File: src/rtl/fetch_sequencer.sv
`default_nettype none
// +----------------------------------------------------------------------------+
// | fetch_sequencer: multicycle fetch / next-PC controller for the PC register |
// | Rev 1.0 - initial release                                                  |
// +----------------------------------------------------------------------------+
module fetch_sequencer #(
  parameter logic [31:0] RESET_PC    = 32'h0000_0000,
  parameter logic [31:0] TRAP_VEC    = 32'h0000_0100,
  parameter int unsigned MEM_TIMEOUT = 16
) (
  input  logic        clk,
  input  logic        reset,
  input  logic [31:0] pc,
  output logic [31:0] pcnext,
  output logic        imem_req,
  output logic [31:0] imem_addr,
  input  logic        imem_ack,
  input  logic        imem_err,
  input  logic [31:0] imem_rdata,
  output logic [31:0] instr,
  output logic        instr_valid,
  input  logic        stall,
  input  logic        redirect,
  input  logic [31:0] redirect_target,
  input  logic        trap,
  input  logic        halt,
  input  logic        resume,
  output logic [31:0] epc,
  output logic [1:0]  cause,
  output logic        fault,
  output logic [2:0]  state
);

  localparam logic [2:0] IDLE  = 3'd0;
  localparam logic [2:0] FETCH = 3'd1;
  localparam logic [2:0] EXEC  = 3'd2;
  localparam logic [2:0] HALT  = 3'd3;
  localparam logic [2:0] DEAD  = 3'd4;

  localparam int unsigned   TW       = $clog2(MEM_TIMEOUT);
  localparam logic [TW-1:0] TMO_LAST = TW'(MEM_TIMEOUT - 1);

  localparam logic [1:0] CAUSE_MISALIGN = 2'd1;
  localparam logic [1:0] CAUSE_IMEM_ERR = 2'd2;
  localparam logic [1:0] CAUSE_TIMEOUT  = 2'd3;

  logic [2:0]    state_q, state_d;
  logic [31:0]   instr_q, instr_d;
  logic [31:0]   epc_q, epc_d;
  logic [1:0]    cause_q, cause_d;
  logic          fault_q, fault_d;
  logic [TW-1:0] tmo_q, tmo_d;

  logic [31:0] pc_seq;
  logic        fetch_ok;
  logic        fetch_err;
  logic        fetch_tmo;

  always_comb begin
    pc_seq    = pc + 32'd4;
    fetch_ok  = imem_ack && !imem_err;
    fetch_err = imem_ack && imem_err;
    // An ack in the final counted cycle beats the timeout.
    fetch_tmo = !imem_ack && (tmo_q == TMO_LAST);

    state_d = state_q;
    instr_d = instr_q;
    epc_d   = epc_q;
    cause_d = cause_q;
    fault_d = fault_q;
    tmo_d   = '0;
    pcnext  = pc;

    case (state_q)
      IDLE: begin
        pcnext  = RESET_PC;
        state_d = FETCH;
      end
      FETCH: begin
        if (fetch_ok) begin
          instr_d = imem_rdata;
          state_d = EXEC;
        end else if (fetch_err || fetch_tmo) begin
          // A second fault while the first is still recorded is unrecoverable.
          if (fault_q) begin
            state_d = DEAD;
          end else begin
            epc_d   = pc;
            cause_d = fetch_err ? CAUSE_IMEM_ERR : CAUSE_TIMEOUT;
            fault_d = 1'b1;
            pcnext  = TRAP_VEC;
            state_d = FETCH;
          end
        end else begin
          tmo_d = tmo_q + TW'(1);
        end
      end
      EXEC: begin
        if (trap) begin
          epc_d   = pc;
          pcnext  = TRAP_VEC;
          state_d = FETCH;
        end else if (redirect) begin
          if (redirect_target[1:0] != 2'b00) begin
            epc_d   = pc;
            cause_d = CAUSE_MISALIGN;
            pcnext  = TRAP_VEC;
          end else begin
            pcnext  = redirect_target;
          end
          state_d = FETCH;
        end else if (stall) begin
          state_d = EXEC;
        end else if (halt) begin
          pcnext  = pc_seq;
          state_d = HALT;
        end else begin
          pcnext  = pc_seq;
          state_d = FETCH;
        end
      end
      HALT: begin
        if (resume) begin
          state_d = FETCH;
        end
      end
      DEAD: begin
        state_d = DEAD;
      end
      default: begin
        pcnext  = RESET_PC;
        state_d = IDLE;
      end
    endcase
  end

  always_ff @(posedge clk or posedge reset) begin
    if (reset) begin
      state_q <= IDLE;
      instr_q <= '0;
      epc_q   <= '0;
      cause_q <= '0;
      fault_q <= 1'b0;
      tmo_q   <= '0;
    end else begin
      state_q <= state_d;
      instr_q <= instr_d;
      epc_q   <= epc_d;
      cause_q <= cause_d;
      fault_q <= fault_d;
      tmo_q   <= tmo_d;
    end
  end

  assign imem_req    = (state_q == FETCH);
  assign imem_addr   = pc;
  assign instr_valid = (state_q == EXEC);
  assign instr       = instr_q;
  assign epc         = epc_q;
  assign cause       = cause_q;
  assign fault       = fault_q;
  assign state       = state_q;

endmodule
`default_nettype wire

File: config.mk
export PLATFORM = sky130hd
export DESIGN_NAME = fetch_sequencer
export DESIGN_NICKNAME = d
export VERILOG_FILES = /design/src/rtl/fetch_sequencer.sv
export SDC_FILE = /design/constraint.sdc
export NUM_CORES = 1
export LEC_CHECK = 0
export ABC_AREA = 1
export BUFFER_PORTS_ARGS = -buffer_cell sky130_fd_sc_hd__buf_2
export CAP_MARGIN = 10
export CORE_ASPECT_RATIO = 1.2
export CORE_UTILIZATION = 47
export CTS_CLUSTER_SIZE = 20
export DETAILED_ROUTE_END_ITERATION = 12
export PLACE_DENSITY = 0.82
export SETUP_SLACK_MARGIN = 0.1
export SYNTH_ARGS = -nofsm -noshare
export SYNTH_HDL_FRONTEND = slang
export SYNTH_SLANG_ARGS = --single-unit
export TNS_END_PERCENT = 1
File: constraint.sdc
create_clock -name clk -period 2.78 [get_ports clk]
set_clock_uncertainty 0.15 [all_clocks]
set_input_delay 0.417 -clock clk [delete_from_list [all_inputs] [get_ports clk]]
set_output_delay 0.417 -clock clk [all_outputs]
set_load 0.05 [all_outputs]
* After elaboration in Yosys (flattened, before gate mapping) *
Cells that the tools add are included.

storage, ports and cells
  bits in registers = 74
  bits of input ports = 105

operators by class
  reductions and logical operators = 15
  $add $sub $neg = 2
  equality and inequality tests = 15
  mux-type cells = 35
  bitwise logic cells = 1

operator list
  operator                                                number
  two-way mux 32 bit                                      13
  case mux 32 bit (3 select lines)                        1
  case mux 32 bit (2 select lines)                        1
  adder 32 x 3 -> 32 bit (second input constant)          1
  two-way mux 2 bit                                       10
  case mux 3 bit (5 select lines)                         1
  two-way mux 3 bit                                       4
  two-way mux 4 bit                                       3
  inequality test 3 x 1 -> 1 bit (second input constant)  3
  inequality test 2 bit (second input constant)           4
  AND reduction 7 bit                                     1
  equality test 3 x 2 -> 1 bit (second input constant)    2
  inequality test 2 x 1 -> 1 bit (second input constant)  3
  AND reduction 6 bit                                     1
  adder 4 x 1 -> 4 bit (second input constant)            1
  equality test 4 bit (second input constant)             1
  case mux 2 bit (2 select lines)                         1
  AND reduction 2 bit                                     2
  nonzero test 2 bit                                      2
  equality test 3 x 1 -> 1 bit (second input constant)    1
  equality test 3 bit (second input constant)             1
  logical AND 1 bit                                       3
  logical NOT 3 bit                                       1
  AND reduction 3 bit                                     1
  other kinds (5)                                         6

* Logic depth before layout (Yosys ltp) *
  depth in word-level cells = 6
  gate-level depth with buffers = 10
  depth with buffers taken out = 10

* Worst setup path before layout *
Ideal clock, no wire load.

  path kind = register to output
  from = reg state_q[0] (netlist: state[0])
  to = out pcnext[13]
  data arrival time = 2.469 ns
  cell stages (with the launch flop) = 6
  path buffers = 1
  setup slack = -0.256 ns
  cell sequence = dfrtp_1 -> nand3_2 -> inv_4 -> a21oi_4 -> clkbuf_2 -> o21ai_0

RTL lines
  what                              RTL line  source
  start, declared                   47        logic [2:0] state_q, state_d;
  start signal, assigned            146       state_q <= state_d;
  equality test 3 x 1 -> 1 bit      n/a
  via imem_req                      15        output logic imem_req,
  case mux 32 bit (3 select lines)  74        case (state_q)
  end, declared                     14        output logic [31:0] pcnext,

The timed path passes the listed nets, and every way through them passes these cells.

* Worst setup path in the final report *
  from = reg tmo_q[0]
  to = out pcnext[15]

on the way
  word-level cells in the longest chain between the ends = 6

ends and longest elaborated chain
  what                              RTL line  source
  start, declared                   52        logic [TW-1:0] tmo_q, tmo_d;
  start signal, assigned            151       tmo_q <= tmo_d;
  equality test 4 bit               64        fetch_tmo = !imem_ack && (tmo_q == TMO_LAST);
  logical AND 1 bit                 64
  logical OR 1 bit                  83        end else if (fetch_err || fetch_tmo) begin
  two-way mux 32 bit                83
  two-way mux 32 bit                80        if (fetch_ok) begin
  case mux 32 bit (3 select lines)  74

Every way passes these cells.

==> impl_metrics.tcl <==
set metrics [dict create \
    status "finished clean" \
    synth_seq_cells 74 \
    finalSetupViolCount 0 \
    min_from "imem_rdata[23]" \
    reg2reg_from "tmo_q[0]" \
    cts_tree "done" \
    finalMaxSlewViolations 0 \
    vias 4923 \
    antenna_left 0 \
    finalCritPeriodShare_pct 94.0 \
    worst_path_largest_cell_delay_ns 0.37 \
    overflow 0 \
    timing.final.hold_violations 0 \
    initial_core_util_pct 48.1 \
    fp.dieArea_mm2 0.0106 \
    nets 948 \
    fp.dieW_um 94.2 \
    finalPower_mw 8.15 \
    critPathLaunchType "flip-flop" \
    cts_num_sinks 74 \
    place_inst 951 \
    final_layout_size_suffix_gt1_share_pct 40.2 \
    drc 0 \
    r2r_end "epc[0]" \
    drt_iter0_markers 302 \
    mostFrequentLayoutCell "buf_2" \
    r2r_slack_ns 0.82 \
    path_buf_inv 2 \
    power_density_mw_per_mm2 1310 \
    synth_edf_count 0 \
    ir_drop_mv 0.579 \
    routed_wl_um 13600 \
    cts_root_buffer "clkbuf_16" \
    drv_cap 0 \
    viasPerCell 5.06 \
    row_count 40 \
    slew_headroom_pct 62.6 \
    drt_first_pass_iters 5 \
    path_cells "ha_1 > nand2_1 > o21ai_2 > nand3_2 > a21oi_4 > buf_4 > o21ai_0 > clkbuf_4" \
    wire_per_inst_um 14.0 \
    design_area_mm2 0.00624 \
    htree_levels 3 \
    tightestPinTransition_ns 0.561 \
    netlist_instances 629 \
    utilization_pct 62.7 \
    synthDistinctLibCells 39 \
    clk_pin_slew_ns 0.06 \
    critPathRequiredTime_ns 2.21 \
    ys_async_sr_fraction_pct 100 \
    worst_setup_path_end_kind "output pin" \
    hold_path_class "input port to flip-flop" \
    io_buffers 240 \
    top_level_ports 241 \
    place.gp.congestion 0.916 \
    startpoint "tmo_q[0]" \
    yosysWarnings 0 \
    r2r_cells 9 \
    layout.cells.non_filler 972 \
    grt_max_degree 46 \
    synth_seq_area_share_pct 38.6 \
    track_usage_pct 26.2 \
    netlist_area_mm2 0.00479 \
    arrival_ns 2.05 \
    diodes 0 \
    rsz0062_at_grt "true" \
    crit_path_top_delay_cell "dfrtp_1" \
    area_delta_synth_final_pct 30.2 \
    dp_hpwl_um 10400 \
    clk_latency_ns 0.34 \
    numCtsBuffers 9 \
    grt_pass1_vias 4515 \
    dieHeight_um 113 \
    whs_ns 0.153 \
    fmax_ghz 0.383 \
    clk_path_buf_depth 2 \
    placed_cell_area_mm2 0.00586 \
    synth.avg_cell_area_um2 7.62 \
    synth_nets 736 \
    path_depth 8 \
    p_leak_nw 3.39 \
    antenna_found_initial 0 \
    critical_path_class "flip-flop to output pin" \
    finalCriticalPeriod_ns 2.61 \
    path_delay_family "compound AO/OA/AOI/OAI gates" \
    ys.flop_type "dfrtp_1" \
    grt_pass1_wl_um 21500 \
    crit_fanout 13 \
    endpoint "pcnext[15]" \
    layout_common_cells "buf_2 (232), nand2_1 (156), dfrtp_1 (73)" \
    fp.coreArea_mm2 0.00996 \
]
[per-layer routing]
| metal | track usage [%] | wire length, um | up-vias |
|---|---|---|---|
| met5 | 0 | 0 | - |
| met4 | 9.03 | 209 | 0 |
| met3 | 5.28 | 894 | 15 |
| met2 | 45.2 | 6900 | 196 |
| met1 | 32.1 | 5590 | 2274 |
| li1 | - | - | 2438 |
[through the flow]
step | setup WS, ns | TNS (ns)
2_1_floorplan | -0.256 | -2.52
3_3_place_gp | 0.279 | 0
3_5_place_dp | 0.240 | 0
4_1_cts | 0.102 | 0
5_1_grt | 0.0290 | 0
6_report | 0.166 | 0
[sequential cells by signal (all words and copies together), names as in the netlist]
name and count:
fault 1, cause 2, epc 32, instr 32, tmo_q 4, state 3
[power by group]
group / switching, mW / leakage [nW] / internal, mW
Clock: 0.458 / 0.142 / 0.724
Combinational: 3.90 / 2.35 / 1.22
Sequential: 0.263 / 0.900 / 1.58
[how the worst min path moves through the flow]
stage | to | slack [ns] | cells after the start
after floorplan | tmo_q[0] | 0.28 | 1
after global placement | tmo_q[0] | 0.30 | 1
after detailed placement | tmo_q[0] | 0.31 | 1
after CTS | instr[23] | 0.15 | 2
after global routing | instr[13] | 0.15 | 2
final | instr[23] | 0.15 | 2
[what timing repair did]
action                                  4_1_cts  5_1_grt
gates resized for setup                       0       18
endpoints found under the setup margin       17       29
hold endpoints to repair                     29        0
hold buffers                                  1        0
pin swaps                                     1        4
buffers inserted                              1        3
[cell type report]
cell class	instances	area, um2
repair buffers	252	1360
well taps	126	158
inverters	67	255
flip-flops and latches	74	1850
clock buffers	11	243
fillers	964	3720
clock inverters	5	62.6
multi-input cells	437	2310
[cell families after synthesis]
| kind of cell | count (synthesis) | synth area share [%] |
|---|---|---|
| DFF | 74 | 38.6 |
| and+or+nand+nor | 312 | 29.0 |
| xor gates and xnor gates | 2 | 0.366 |
| AOI/OAI and AO/OA | 89 | 10.7 |
| muxes | 32 | 7.52 |
| adders and majority gates | 2 | 0.522 |
| buffers and inverters | 118 | 13.3 |
[cells in the mapped netlist (2+ instances only)]
cell type | n | area share [%]
o21ai_0 | 32 | 3.3
o211ai_1 | 8 | 1.3
nor3_1 | 6 | 0.63
nand2_2 | 2 | 0.26
dfrtp_1 | 74 | 39
inv_2 | 5 | 0.39
nand3_1 | 54 | 5.6
clkbuf_1 | 2 | 0.16
ha_1 | 2 | 0.52
nand2_1 | 156 | 12
nor2_4 | 3 | 0.70
o21ai_1 | 35 | 3.7
nand4_1 | 7 | 0.91
buf_6 | 5 | 1.2
inv_1 | 61 | 4.8
buf_2 | 7 | 0.73
a21oi_1 | 6 | 0.63
mux2_2 | 31 | 7.3
buf_4 | 35 | 5.5
nor2_1 | 59 | 4.6
nor2_2 | 16 | 2.1
nand2_4 | 2 | 0.47
xor2_1 | 2 | 0.37
nand3_2 | 4 | 0.84
No activity file was read; power rests on OpenSTA's default activity.
